### src/rtl/nibble_serial_add_ctrl.sv
// Two-requester round-robin sequencer for a shared 4-bit adder stage.
// Wide sums are built one nibble per clock, LSB first, carry chained.
//
// Ports:
//   clk, rst         clock, synchronous active-high reset
//   req0/a0/b0       requester 0 job request and operands
//   req1/a1/b1       requester 1 job request and operands
//   grant0/grant1    one-cycle acceptance pulses
//   busy             job in flight (acceptance through done)
//   done             one-cycle pulse; result/carry_out/owner valid
//   result           W-bit sum of the last completed job
//   carry_out        carry out of the MSB nibble
//   owner            requester of the last completed job
module nibble_serial_add_ctrl #(
  parameter int NIBBLES = 4
) (
  input  logic                 clk,
  input  logic                 rst,
  input  logic                 req0,
  input  logic [4*NIBBLES-1:0] a0,
  input  logic [4*NIBBLES-1:0] b0,
  input  logic                 req1,
  input  logic [4*NIBBLES-1:0] a1,
  input  logic [4*NIBBLES-1:0] b1,
  output logic                 grant0,
  output logic                 grant1,
  output logic                 busy,
  output logic                 done,
  output logic [4*NIBBLES-1:0] result,
  output logic                 carry_out,
  output logic                 owner
);

  localparam int W  = 4 * NIBBLES;
  localparam int IW = (NIBBLES > 2) ? $clog2(NIBBLES) : 1;

  typedef enum logic [1:0] {
    S_IDLE,
    S_RUN,
    S_DONE
  } state_t;

  state_t state_q;
  state_t state_d;

  logic [IW-1:0] idx_q;
  logic [W-1:0]  opa_q;
  logic [W-1:0]  opb_q;
  logic [W-1:0]  sum_q;
  logic          carry_q;
  logic          job_owner_q;
  logic          last_owner_q;

  logic          grant0_q;
  logic          grant1_q;
  logic          done_q;
  logic [W-1:0]  result_q;
  logic          carry_out_q;
  logic          owner_q;

  logic          accept;
  logic          win0;
  logic          win1;
  logic          step_en;
  logic          finish;
  logic          last_nib;

  logic [3:0]    nib_a;
  logic [3:0]    nib_b;
  logic [4:0]    nib_sum;

  assign last_nib = (idx_q == IW'(NIBBLES - 1));

  // State register
  always_ff @(posedge clk) begin
    if (rst) begin
      state_q <= S_IDLE;
    end else begin
      state_q <= state_d;
    end
  end

  // Next-state logic
  always_comb begin
    state_d = state_q;
    unique case (state_q)
      S_IDLE: begin
        if (req0 || req1) begin
          state_d = S_RUN;
        end
      end
      S_RUN: begin
        if (last_nib) begin
          state_d = S_DONE;
        end
      end
      S_DONE:  state_d = S_IDLE;
      default: state_d = S_IDLE;
    endcase
  end

  // Control strobes; arbitration only in IDLE.
  // On a tie the requester that did not win last time goes.
  always_comb begin
    accept  = 1'b0;
    win0    = 1'b0;
    win1    = 1'b0;
    step_en = 1'b0;
    finish  = 1'b0;
    unique case (state_q)
      S_IDLE: begin
        accept = req0 | req1;
        unique case (1'b1)
          (req0 && !req1): win0 = 1'b1;
          (req1 && !req0): win1 = 1'b1;
          (req0 && req1): begin
            win0 = last_owner_q;
            win1 = ~last_owner_q;
          end
          default: ;
        endcase
      end
      S_RUN:   step_en = 1'b1;
      S_DONE:  finish  = 1'b1;
      default: ;
    endcase
  end

  // Nibble select for the current index
  always_comb begin
    nib_a = '0;
    nib_b = '0;
    for (int i = 0; i < NIBBLES; i++) begin
      if (idx_q == IW'(i)) begin
        nib_a = opa_q[4*i +: 4];
        nib_b = opb_q[4*i +: 4];
      end
    end
  end

  // The shared 4-bit adder stage
  assign nib_sum = {1'b0, nib_a}
                 + {1'b0, nib_b}
                 + {4'b0000, carry_q};

  // Datapath and registered outputs
  always_ff @(posedge clk) begin
    if (rst) begin
      idx_q        <= '0;
      opa_q        <= '0;
      opb_q        <= '0;
      sum_q        <= '0;
      carry_q      <= 1'b0;
      job_owner_q  <= 1'b0;
      last_owner_q <= 1'b1;
      grant0_q     <= 1'b0;
      grant1_q     <= 1'b0;
      done_q       <= 1'b0;
      result_q     <= '0;
      carry_out_q  <= 1'b0;
      owner_q      <= 1'b0;
    end else begin
      grant0_q <= win0;
      grant1_q <= win1;
      done_q   <= finish;

      if (accept) begin
        opa_q        <= win1 ? a1 : a0;
        opb_q        <= win1 ? b1 : b0;
        sum_q        <= '0;
        idx_q        <= '0;
        carry_q      <= 1'b0;
        job_owner_q  <= win1;
        last_owner_q <= win1;
      end

      if (step_en) begin
        for (int i = 0; i < NIBBLES; i++) begin
          if (idx_q == IW'(i)) begin
            sum_q[4*i +: 4] <= nib_sum[3:0];
          end
        end
        carry_q <= nib_sum[4];
        idx_q   <= idx_q + 1'b1;
      end

      if (finish) begin
        result_q    <= sum_q;
        carry_out_q <= carry_q;
        owner_q     <= job_owner_q;
      end
    end
  end

  // busy covers RUN, DONE and the done-pulse cycle
  assign busy      = (state_q != S_IDLE) | done_q;
  assign grant0    = grant0_q;
  assign grant1    = grant1_q;
  assign done      = done_q;
  assign result    = result_q;
  assign carry_out = carry_out_q;
  assign owner     = owner_q;

endmodule

### config.mk
export PLATFORM = sky130hd
export DESIGN_NAME = nibble_serial_add_ctrl
export DESIGN_NICKNAME = d
export VERILOG_FILES = /design/src/rtl/nibble_serial_add_ctrl.sv
export SDC_FILE = /design/constraint.sdc
export NUM_CORES = 1
export LEC_CHECK = 0
export BUFFER_PORTS_ARGS = -buffer_cell sky130_fd_sc_hd__buf_4
export CAP_MARGIN = 30
export CORE_MARGIN = 2
export CORE_UTILIZATION = 45
export DETAILED_ROUTE_END_ITERATION = 8
export PLACE_DENSITY = 0.7
export SLEW_MARGIN = 0
export SYNTH_ARGS = -nofsm -noshare
export SYNTH_HDL_FRONTEND = slang
export SYNTH_SLANG_ARGS = --single-unit
### constraint.sdc
create_clock -name clk -period 3 [get_ports clk]
set_clock_uncertainty 0.15 [all_clocks]
set_input_delay 0.15 -clock clk [delete_from_list [all_inputs] [get_ports clk]]
set_output_delay 0.15 -clock clk [all_outputs]
set_load 0.02 [all_outputs]
# Word level (Yosys, flattened, before mapping)
# Index checks and enable logic that the tools add are counted.
[totals]
in_bits = 68
elab_cells = 69
regBits = 76
[op_classes]
add_sub_neg = 3
n_reduce_logical = 12
bitwise_logic = 4
eq_ne = 7
muxes = 29
[op_table]
columns = ["op", "count"]
rows = [
  ["$mux W16", 4],
  ["$mux W4", 12],
  ["$mux W2", 4],
  ["$eq A2 B2 Y1 const B", 3],
  ["$mux W1", 6],
  ["$add A4 B4 Y5", 1],
  ["$add A5 B1 Y5", 1],
  ["$eq A2 B1 Y1 const B", 2],
  ["$logic_not A2 Y1", 2],
  ["$ne A2 B2 Y1 const B", 2],
  ["$pmux W1 S2", 2],
  ["$pmux W2 S2", 1],
  ["$reduce_bool A2 Y1", 2],
  ["$logic_and A1 B1 Y1", 3],
  ["$add A2 B1 Y2 const B", 1],
  ["$logic_not A1 Y1", 2],
  ["$not A1 Y1", 2],
  ["$or A1 B1 Y1", 2],
  ["$reduce_and A2 Y1", 1],
  ["$reduce_or A2 Y1", 1],
  ["$logic_or A1 B1 Y1", 1],
]

# Logic depth before layout (Yosys ltp)
# Gate-level depths: netlist (run 1).
[depth]
depth_word = 9
depth_mapped = 12

# Least setup slack after synthesis (run 1)
# Ideal clock, no wire load.
[synth_path]
kind = "register to register"
startpoint = "register idx_q[0]"
endpoint = "register sum_q[13]"
setup_ns = 0.070
required_time_ns = 2.780
period_less_slack_ns = 2.788
stages_incl_launch_ff = 12
slack_ns = 0.212
arrival_time_ns = 2.568
path_cell_list = "dfxtp_1 inv_1 ha_1 clkbuf_1 clkbuf_1 a21oi_1 o21ai_0 a22oi_1 fa_1 fa_1 or2_2 a21oi_1"
[synth_via]
elab_chain_cells = 9
elab_cells_between_ends = 16
classes_between = "add/sub (2); eq/ne (3); mux (10); reduce/logical (1)"
[synth_lines]
columns = ["element", "line_no", "text"]
rows = [
  ["start: declaration", "46", "logic [IW-1:0] idx_q;"],
  ["start signal: assignment", "184", "idx_q <= idx_q + 1'b1;"],
  ["$logic_not A2 Y1", "134", "if (idx_q == IW'(i)) begin"],
  ["$mux W4 (4 in series)", "134", ""],
  ["$add A4 B4 Y5", "143", "+ {1'b0, nib_b}"],
  ["$add A5 B1 Y5", "144", "+ {4'b0000, carry_q};"],
  ["$mux W4 *", "179", "if (idx_q == IW'(i)) begin"],
  ["$mux W16 *", "177", "if (step_en) begin"],
  ["end signal: indexed assignment", "180", "sum_q[4*i +: 4] <= nib_sum[3:0];"],
  ["end: declaration", "49", "logic [W-1:0] sum_q;"],
]
# Mark *: on every way between the ends. The rest lies on a longest branch, timed or not.
# A chain may end at the register's enable or synchronous reset.

# Final worst setup path (run 1)
[layout_path]
startpoint = "register idx_q[0]"
endpoint = "register sum_q[7]"
# The elaborated chain is that of the path after synthesis.

==> summary.txt, run 1 <==
Outcome
  – Outcome: complete, but fails checks
  – Violated checks: hold timing

Synthesis
  – Number of synthesized flops with an enable pin: 0
  – Post-Syn Instances: 470
  – Synth area leader: dfxtp_1
  – Main synth FF type: dfxtp_1
  – Yosys reg bits: 76
  – Share of the synthesized area in the top cell type: 40.9%
  – Count of cell types in the netlist: 35
  – Synth Cell Area: 3720 sq um
  – Main area contributors after synthesis: dfxtp_1, a21oi_1, nor3_1
  – Synth Warn #: 0
  – Async set-reset flop share out of synthesis: 0%
  – Avg Synthesized Cell Area: 7.91 sq um
  – Count leader, synth: a21oi_1
  – Commonest cells post-synth: a21oi_1, dfxtp_1, nor3_1, nand2_1, nor4_1
  – Net Count, Synth: 547
  – Sequential area share after synthesis: 40.9%

Die
  – IO Pins: 90
  – Row cnt: 33
  – Chip Width: 94.9 um
  – Die area: 9010 sq um
  – Chip Height: 94.9 um
  – Starting density of the core: 45.7%
  – Core area: 8130 sq um

Detailed routing
  – Drt initial violations: 138
  – Drt pass-1 iters: 4
  – Final antenna-violating net count: 0
  – Via count: 3700
  – Per-cell routed wire length: 14.6 um
  – DRC Markers: 0
  – Routed wire length: 9780 um
  – DR vias/cell: 5.51

Run
  – Max Cap Viol: 0

Timing
  – Final min period: 2830 ps
  – Fin. max-slew vios: 0
  – Hold WS: -6.77 ps
  – Final worst slack: 168 ps
  – Final setup fails: 0
  – Final Hold Viols: 1
  – Highest Clock Rate: 353 MHz
  – Max-Slew Margin vs Limit: 54.3%
  – Slew @ Worst Pin: 685 ps
  – Final Cycle Share: 94.4%
  – RSZ-0062 raised after global routing: no
  – Setup TNS: 0 ps

Critical path
  – CP Class: reg2reg
  – Worst EP required: 3150 ps
  – Kind of end point of the critical path: register
  – CP arrival: 2980 ps
  – Crit path launch type: register
  – CP Max Fanout: 15

Clock network
  – CTS max path bufs: 2
  – H-tree depth: 3
  – Clock Sinks: 76
  – Insertion delay to the later sink of the worst-skew pair: 360 ps
  – Root buffer cell: clkbuf_8
  – CTS Buf Count: 9
  – Clock transition at path regs: 80 ps
  – Post-CTS setup buffer count: 0
  – CTS tree: yes

Power and ir drop
  – Power Total: 0.00253 W
  – VDD IR max: 0.000226 V
  – Pwr dens: 516 nW/um^2
  – Leak pwr: 1.86 nW

Min path
  – Worst Hold Class: in2reg

Cells and area
  – Layout area overhead: 31.9%
  – Nets: 638
  – ANT cells: 0
  – Share of layout cells above drive strength 1: 22.1%

Global routing
  – First-pass GRT wire length: 16200 um
  – Largest net degree at the start of global routing: 52
  – GR Util All Layers: 22.8%
  – Total grt overflow: 0
  – Initial antenna violation count: 0
  – Vias in the first global route: 3515

Place
  – Port-buffer cells: 89
  – RePlAce Congestion: 0.870
  – Pre-CTS setup slack: 123 ps
  – DPL Wire Length: 6810 um
final timing paths:
kind / start / to / slack, ps / cells past startpoint
setup / recovery: idx_q[0] / sum_q[7] / 170 / 8
hold / removal: b0[3] / opb_q[3] / -7 / 3
setup reg to reg: idx_q[0] / sum_q[7] / 170 / 8
hold reg to reg: sum_q[3] / result[3] / 300 / 2
sequential cells by signal (all words and copies together), names as in the netlist:
signal / cells
job_owner_q: 1
sum_q: 16
result: 16
carry_out: 1
state_q: 2
done: 1
grant0: 1
owner: 1
opb_q: 16
carry_q: 1
grant1: 1
opa_q: 16
idx_q: 2
last_owner_q: 1
metal layers:
layer	vias up	track usage [%]	part of all wire [%]
met1	1711	29.9	47
li1	1878	-	-
met4	0	8.21	1.4
met2	99	37.5	47
met5	-	0	0
met3	12	4.31	4.4
metrics by stage:
step	util, %	instances	instance area, sq um
3_3_place_gp	53.6	626	4360
6_report	60.3	671	4900
3_5_place_dp	53.9	627	4380
2_1_floorplan	-	470	3720
4_1_cts	60.2	671	4900
5_1_grt	60.3	671	4900
power breakdown:
part | switching [W] | leakage, nW | internal (W)
Sequential | 0.0000474 | 0.623 | 0.00107
Combinational | 0.000258 | 1.12 | 0.000234
Clock | 0.000372 | 0.117 | 0.000550
Total | 0.000677 | 1.86 | 0.00186
layout make-up:
| cell class | count | area, sq um |
|---|---|---|
| fillers | 711 | 3230 |
| multi-input cells | 335 | 1930 |
| flip-flops and latches | 76 | 1520 |
| repair buffers | 128 | 1050 |
| clock buffers | 11 | 131 |
| well taps | 105 | 131 |
| clock inverters | 5 | 100 |
| inverters | 11 | 41.3 |
cell families after synthesis:
group,Yosys count,synth area share (%)
AND/OR/NAND/NOR,194,27.1
AO/OA/AOI/OAI,131,20.8
flip-flops,76,40.9
buffers and inverters,59,7.57
adder cells (fa/ha/maj),9,3.43
XOR/XNOR,1,0.235
worst max-delay path: stages, from the launching register on:
cell	delay (ps)
dfxtp_1	400
ha_1	510
buf_4	240
a21oi_1	40
a22o_1	210
ha_1	360
nand3b_1	180
a2111oi_0	510
a221o_1	170
timing repair:
action                                 in CTS  in global routing
resized for setup                           0                  4
hold buffers                               28                  0
endpoints found under the hold margin      28                  0
setup endpoints to repair                   0                  9
placed cells by master, fill, tap and decap left out, types with 9 or more instances in the layout:
master	count
o211ai_1	14
nor4_1	32
nor2_1	11
o21ai_0	10
dfxtp_1	76
nand2_1	48
nand2b_1	11
inv_1	11
dlygate4sd3_1	28
buf_4	99
a21oi_1	85
nor3_1	65
clkbuf_8	9
Note: power is estimated with default switching activity, not from simulation.
==> run 2, diff against run 1 <==
--- a/config.mk
+++ b/config.mk
@@ -8,9 +8,9 @@
 export BUFFER_PORTS_ARGS = -buffer_cell sky130_fd_sc_hd__buf_4
 export CAP_MARGIN = 30
 export CORE_MARGIN = 2
-export CORE_UTILIZATION = 45
+export CORE_UTILIZATION = 30
 export DETAILED_ROUTE_END_ITERATION = 8
-export PLACE_DENSITY = 0.7
+export PLACE_DENSITY = 0.5
 export SLEW_MARGIN = 0
 export SYNTH_ARGS = -nofsm -noshare
 export SYNTH_HDL_FRONTEND = slang
==> run 2 against run 1 <==
Against the previous run:
- the run still ends with hold timing left
- worst setup slack improved by 99 ps
- routed wire length rose by 7.6%
- non-clock buffer count fell by 12
- cell count rose by 7.6%
- register-to-register slack improved by 99 ps
- fmax rose by 3.6%
- combinational power rose by 1%
- flip-flop and latch count did not move
- global-route usage fell by 6.3 points
- sequential share of layout area fell by 0.38 points
- critical path type unchanged
- largest power group is now clock
==> summary.txt, run 2 (synthesis gave the netlist of run 1 again) <==
Detailed routing
  – DR vias/cell: 5.04
  – Per-cell routed wire length: 14.6 um
  – Routed wire length: 10500 um
  – Final antenna-violating net count: 0
  – Drt initial violations: 166
  – Drt pass-1 iters: 5
  – Via count: 3638
  – DRC Markers: 0

Critical path
  – CP Class: reg2reg
  – Kind of end point of the critical path: register
  – CP Max Fanout: 11
  – Worst EP required: 3120 ps
  – Crit path launch type: register
  – CP arrival: 2860 ps

Cells and area
  – ANT cells: 0
  – Nets: 626
  – Sequential standard cell area: 1520 sq um
  – # fillers: 1277
  – Share of layout cells above drive strength 1: 23.3%
  – Layout area overhead: 33.5%
  – Most frequent cells in the layout: buf_4, a21oi_1, dfxtp_1
  – Multi-input gate area: 1940 sq um
  – Commonest non-fill, non-tap cell in the layout: buf_4
  – Design area: 4960 sq um

Timing
  – Fin. max-slew vios: 0
  – Final Cycle Share: 91.1%
  – Max-Slew Margin vs Limit: 53.7%
  – RSZ-0062 raised after global routing: no
  – Slew @ Worst Pin: 695 ps
  – Final setup fails: 0
  – Final min period: 2730 ps
  – Final Hold Viols: 1
  – Hold WS: -0.614 ps
  – Highest Clock Rate: 366 MHz
  – Setup TNS: 0 ps

Power and ir drop
  – VDD IR max: 0.000242 V
  – Pwr dens: 562 nW/um^2
  – Leak pwr: 1.87 nW

Die
  – Chip Width: 115 um
  – Core area: 12100 sq um
  – Row cnt: 40
  – IO Pins: 90
  – Die area: 13300 sq um
  – Starting density of the core: 30.8%
  – Chip Height: 115 um

Global routing
  – Initial antenna violation count: 0
  – Total grt overflow: 0
  – Vias in the first global route: 3600
  – Largest net degree at the start of global routing: 55
  – First-pass GRT wire length: 17600 um
  – GR Util All Layers: 16.5%

Clock network
  – CTS max path bufs: 2
  – H-tree depth: 3
  – CTS tree: yes
  – Clock transition at path regs: 60 ps
  – Root buffer cell: clkbuf_16
  – Insertion delay to the later sink of the worst-skew pair: 330 ps
  – CTS Buf Count: 9
  – Clock Sinks: 76

Place
  – DPL Wire Length: 7540 um
  – Area after DPL: 4470 sq um
  – RePlAce Congestion: 0.848
  – Port-buffer cells: 89

Min path
  – Worst Hold Class: in2reg

Outcome
  – Outcome: complete, but fails checks
  – Violated checks: hold timing

Run
  – Max Cap Viol: 0
[run 2: metal layers]
| metal | up-vias | routed length, um | GRT usage [%] |
|---|---|---|---|
| met3 | 7 | 547 | 4.53 |
| met5 | - | 0 | 0 |
| li1 | 1853 | - | - |
| met2 | 86 | 4880 | 26.5 |
| met4 | 0 | 77 | 4.02 |
| met1 | 1692 | 5020 | 22.0 |
[run 2: per-stage QoR]
step           total power [W]  util [%]  instances  worst slack [ps]
2_1_floorplan          0.00144         -        470               212
3_5_place_dp           0.00162      37.1        691               171
5_1_grt                0.00294      41.2        722              59.6
6_report               0.00279      41.2        722               266
3_3_place_gp           0.00160      36.8        690               285
4_1_cts                0.00281      41.0        722               141
[run 2: worst max-delay path: stages, from the launching register on]
cell	delay, ps
dfxtp_1	380
inv_1	100
ha_2	270
buf_4	180
a21oi_1	120
o21ai_0	100
a22o_1	200
ha_1	380
nand3b_1	180
a2111oi_0	440
a221o_1	170
[run 2: power by group]
part           internal, W  switching [W]  total [W]
registers          0.00107      0.0000469    0.00112
logic             0.000229       0.000268   0.000497
clock network     0.000751       0.000421    0.00117
total              0.00205       0.000736    0.00279
[run 2: cell type report]
cell class                      count  area share, %
Clock buffer                       10           4.81
Clock inverter                      6           1.74
Inverter                           11          0.832
Multi-Input combinational cell    335           39.0
Sequential cell                    76           30.6
Tap cell                          168           4.23
Timing Repair Buffer              116           18.7
[run 2: path summary, 6_finish.rpt]
check	to	startpoint	cells past startpoint	slack (ps)
worst max-delay path	sum_q[7]	idx_q[0]	10	270
worst max register to register	sum_q[7]	idx_q[0]	10	270
worst min register to register	result[12]	sum_q[12]	2	300
worst min-delay path	opa_q[15]	a0[15]	3	-0.6
[run 2: what timing repair did]
item	in CTS	in global routing
hold buffers	15	0
resized for setup	0	6
setup buffers	0	0
setup endpoints to repair	0	7
hold endpoints to repair	15	0
==> run 3, diff against run 2 <==
--- a/config.mk
+++ b/config.mk
@@ -9,8 +9,10 @@
 export CAP_MARGIN = 30
 export CORE_MARGIN = 2
 export CORE_UTILIZATION = 30
+export CTS_CLUSTER_SIZE = 12
 export DETAILED_ROUTE_END_ITERATION = 8
-export PLACE_DENSITY = 0.5
+export PLACE_DENSITY = 0.56
+export SETUP_SLACK_MARGIN = 0.15
 export SLEW_MARGIN = 0
 export SYNTH_ARGS = -nofsm -noshare
 export SYNTH_HDL_FRONTEND = slang
==> run 3 against run 2 <==
Against the previous run:
- the run now ends clean
- sequential power is essentially flat
- combinational power grew 2%
- non-clock buffer count grew 8
- hold slack gained 6.9 ps
- fmax shrank 2.2%
- via count grew 0.91%
- first-iteration DRC count grew 42%
- flip-flop and latch count is the same
- routed wire length shrank 0.69%
- cell area grew 2.1%
- clock power grew 4%
- critical endpoint is now sum_q[3]
- largest cell class unchanged
- largest power group unchanged
==> summary.txt, run 3 (synthesis gave the netlist of run 1 again) <==
Outcome
  – Outcome: finished, final reports clean

Timing
  – Final min period: 2800 ps
  – Setup TNS: 0 ps
  – Final Hold Viols: 0
  – RSZ-0062 raised after global routing: no
  – Hold WS: 6.24 ps
  – Final setup fails: 0
  – Fin. max-slew vios: 0
  – Highest Clock Rate: 358 MHz
  – Final worst slack: 204 ps
  – Max-Slew Margin vs Limit: 53.5%
  – Slew @ Worst Pin: 697 ps
  – Final Cycle Share: 93.2%

Critical path
  – Kind of end point of the critical path: register
  – CP Max Fanout: 13
  – Crit path launch type: register
  – Worst EP required: 3120 ps
  – Most Frequent Cell on Critical Path: ha_2
  – R2r setup slk: 200 ps
  – CP arrival: 2910 ps
  – CP max stage delay: 460 ps
  – Crit path cell chain: inv_1 > ha_2 > buf_4 > a21oi_1 > o21ai_0 > a22o_1 > ha_2 > nand3b_1 > a2111oi_1 > a221o_1
  – CP Class: reg2reg
  – CP max stage cell: a2111oi_1

Place
  – RePlAce Congestion: 0.861
  – Pre-CTS setup slack: 200 ps
  – Port-buffer cells: 89
  – Placed cells: 691
  – DPL Wire Length: 7380 um

Die
  – Core area: 12100 sq um
  – Chip Height: 115 um
  – IO Pins: 90
  – Starting density of the core: 30.8%
  – Row cnt: 40
  – Chip Width: 115 um
  – Die area: 13300 sq um

Global routing
  – Largest net degree at the start of global routing: 49
  – First-pass GRT wire length: 17200 um
  – Total grt overflow: 0
  – Vias in the first global route: 3516
  – GR Util All Layers: 16.2%
  – Initial antenna violation count: 0

Detailed routing
  – Via count: 3671
  – Final antenna-violating net count: 0
  – Drt initial violations: 235
  – Drt pass-1 iters: 4
  – Per-cell routed wire length: 14.3 um
  – DR vias/cell: 5.04
  – DRC Markers: 0
  – Routed wire length: 10500 um

Clock network
  – Post-CTS setup buffer count: 0
  – CTS max path bufs: 2
  – Insertion delay to the later sink of the worst-skew pair: 330 ps
  – H-tree depth: 3
  – Root buffer cell: clkbuf_16
  – CTS Buf Count: 9
  – Clock transition at path regs: 60 ps
  – CTS tree: yes
  – Clock Sinks: 76

Cells and area
  – Commonest non-fill, non-tap cell in the layout: buf_4
  – ANT cells: 0
  – Post-route insts no fill: 729
  – Layout area overhead: 36.3%
  – Nets: 634
  – Most frequent cells in the layout: buf_4, a21oi_1, dfxtp_1
  – Share of layout cells above drive strength 1: 23.7%
  – Fin util: 42.0%

Min path
  – Worst Hold Class: in2reg

Power and ir drop
  – VDD IR max: 0.000311 V
  – Leak pwr: 1.90 nW
  – Pwr dens: 562 nW/um^2

Run
  – Max Cap Viol: 0
==> run 3: cell types whose count changed in the layout (fill, tap and decap cells not counted), sizes merged <==
| cell | change |
|---|---|
| bufinv | +1 |
| clkbuf | -1 |
| clkinvlp | -1 |
| dlygate4sd3 | +8 |
==> run 3: critical path, delay by kind of cell (launching register included) <==
family | cells | cell delay, ps
buf+inv | 2 | 280
simple gates | 1 | 170
flops | 1 | 380
fa+ha+maj | 2 | 660
compound gates | 5 | 1090
==> run 3: cell type report <==
| cell class | instances | area, sq um |
|---|---|---|
| Clock buffer | 9 | 225 |
| Clock inverter | 6 | 113 |
| Fill cell | 1237 | 6990 |
| Inverter | 11 | 41.3 |
| Multi-Input combinational cell | 335 | 1950 |
| Sequential cell | 76 | 1520 |
| Tap cell | 168 | 210 |
| Timing Repair Buffer | 124 | 1010 |
==> run 3: routing by layer <==
layer | GRT usage, % | wire length, um
met1 | 22.2 | 5070
met2 | 24.5 | 4660
met3 | 3.80 | 528
met4 | 6.91 | 193
met5 | 0 | 0
==> run 3: repair_timing <==
item / 4_1_cts / 5_1_grt
endpoints found under the setup margin: 0 / 10
endpoints found under the hold margin: 23 / 0
gates resized for setup: 0 / 13
hold buffers: 23 / 0
==> run 3: worst paths after layout <==
path,from,to,cells after the start
worst max-delay path,idx_q[0],sum_q[3],10
worst min-delay path,b0[3],opb_q[3],3
worst max register to register,idx_q[0],sum_q[3],10
worst min register to register,sum_q[3],result[3],2
==> run 3: metrics by stage <==
step | total power (W) | area [sq um]
floorplan | 0.00144 | 3720
global placement | 0.00160 | 4440
detailed placement | 0.00161 | 4470
CTS | 0.00287 | 5040
global route | 0.00298 | 5070
finish | 0.00285 | 5070
==> run 3: where the power goes <==
group | switching, W | total (W) | internal [W] | leakage (nW)
Combinational | 0.000270 | 0.000509 | 0.000240 | 1.11
Sequential | 0.0000476 | 0.00112 | 0.00107 | 0.623
Clock | 0.000411 | 0.00122 | 0.000810 | 0.166
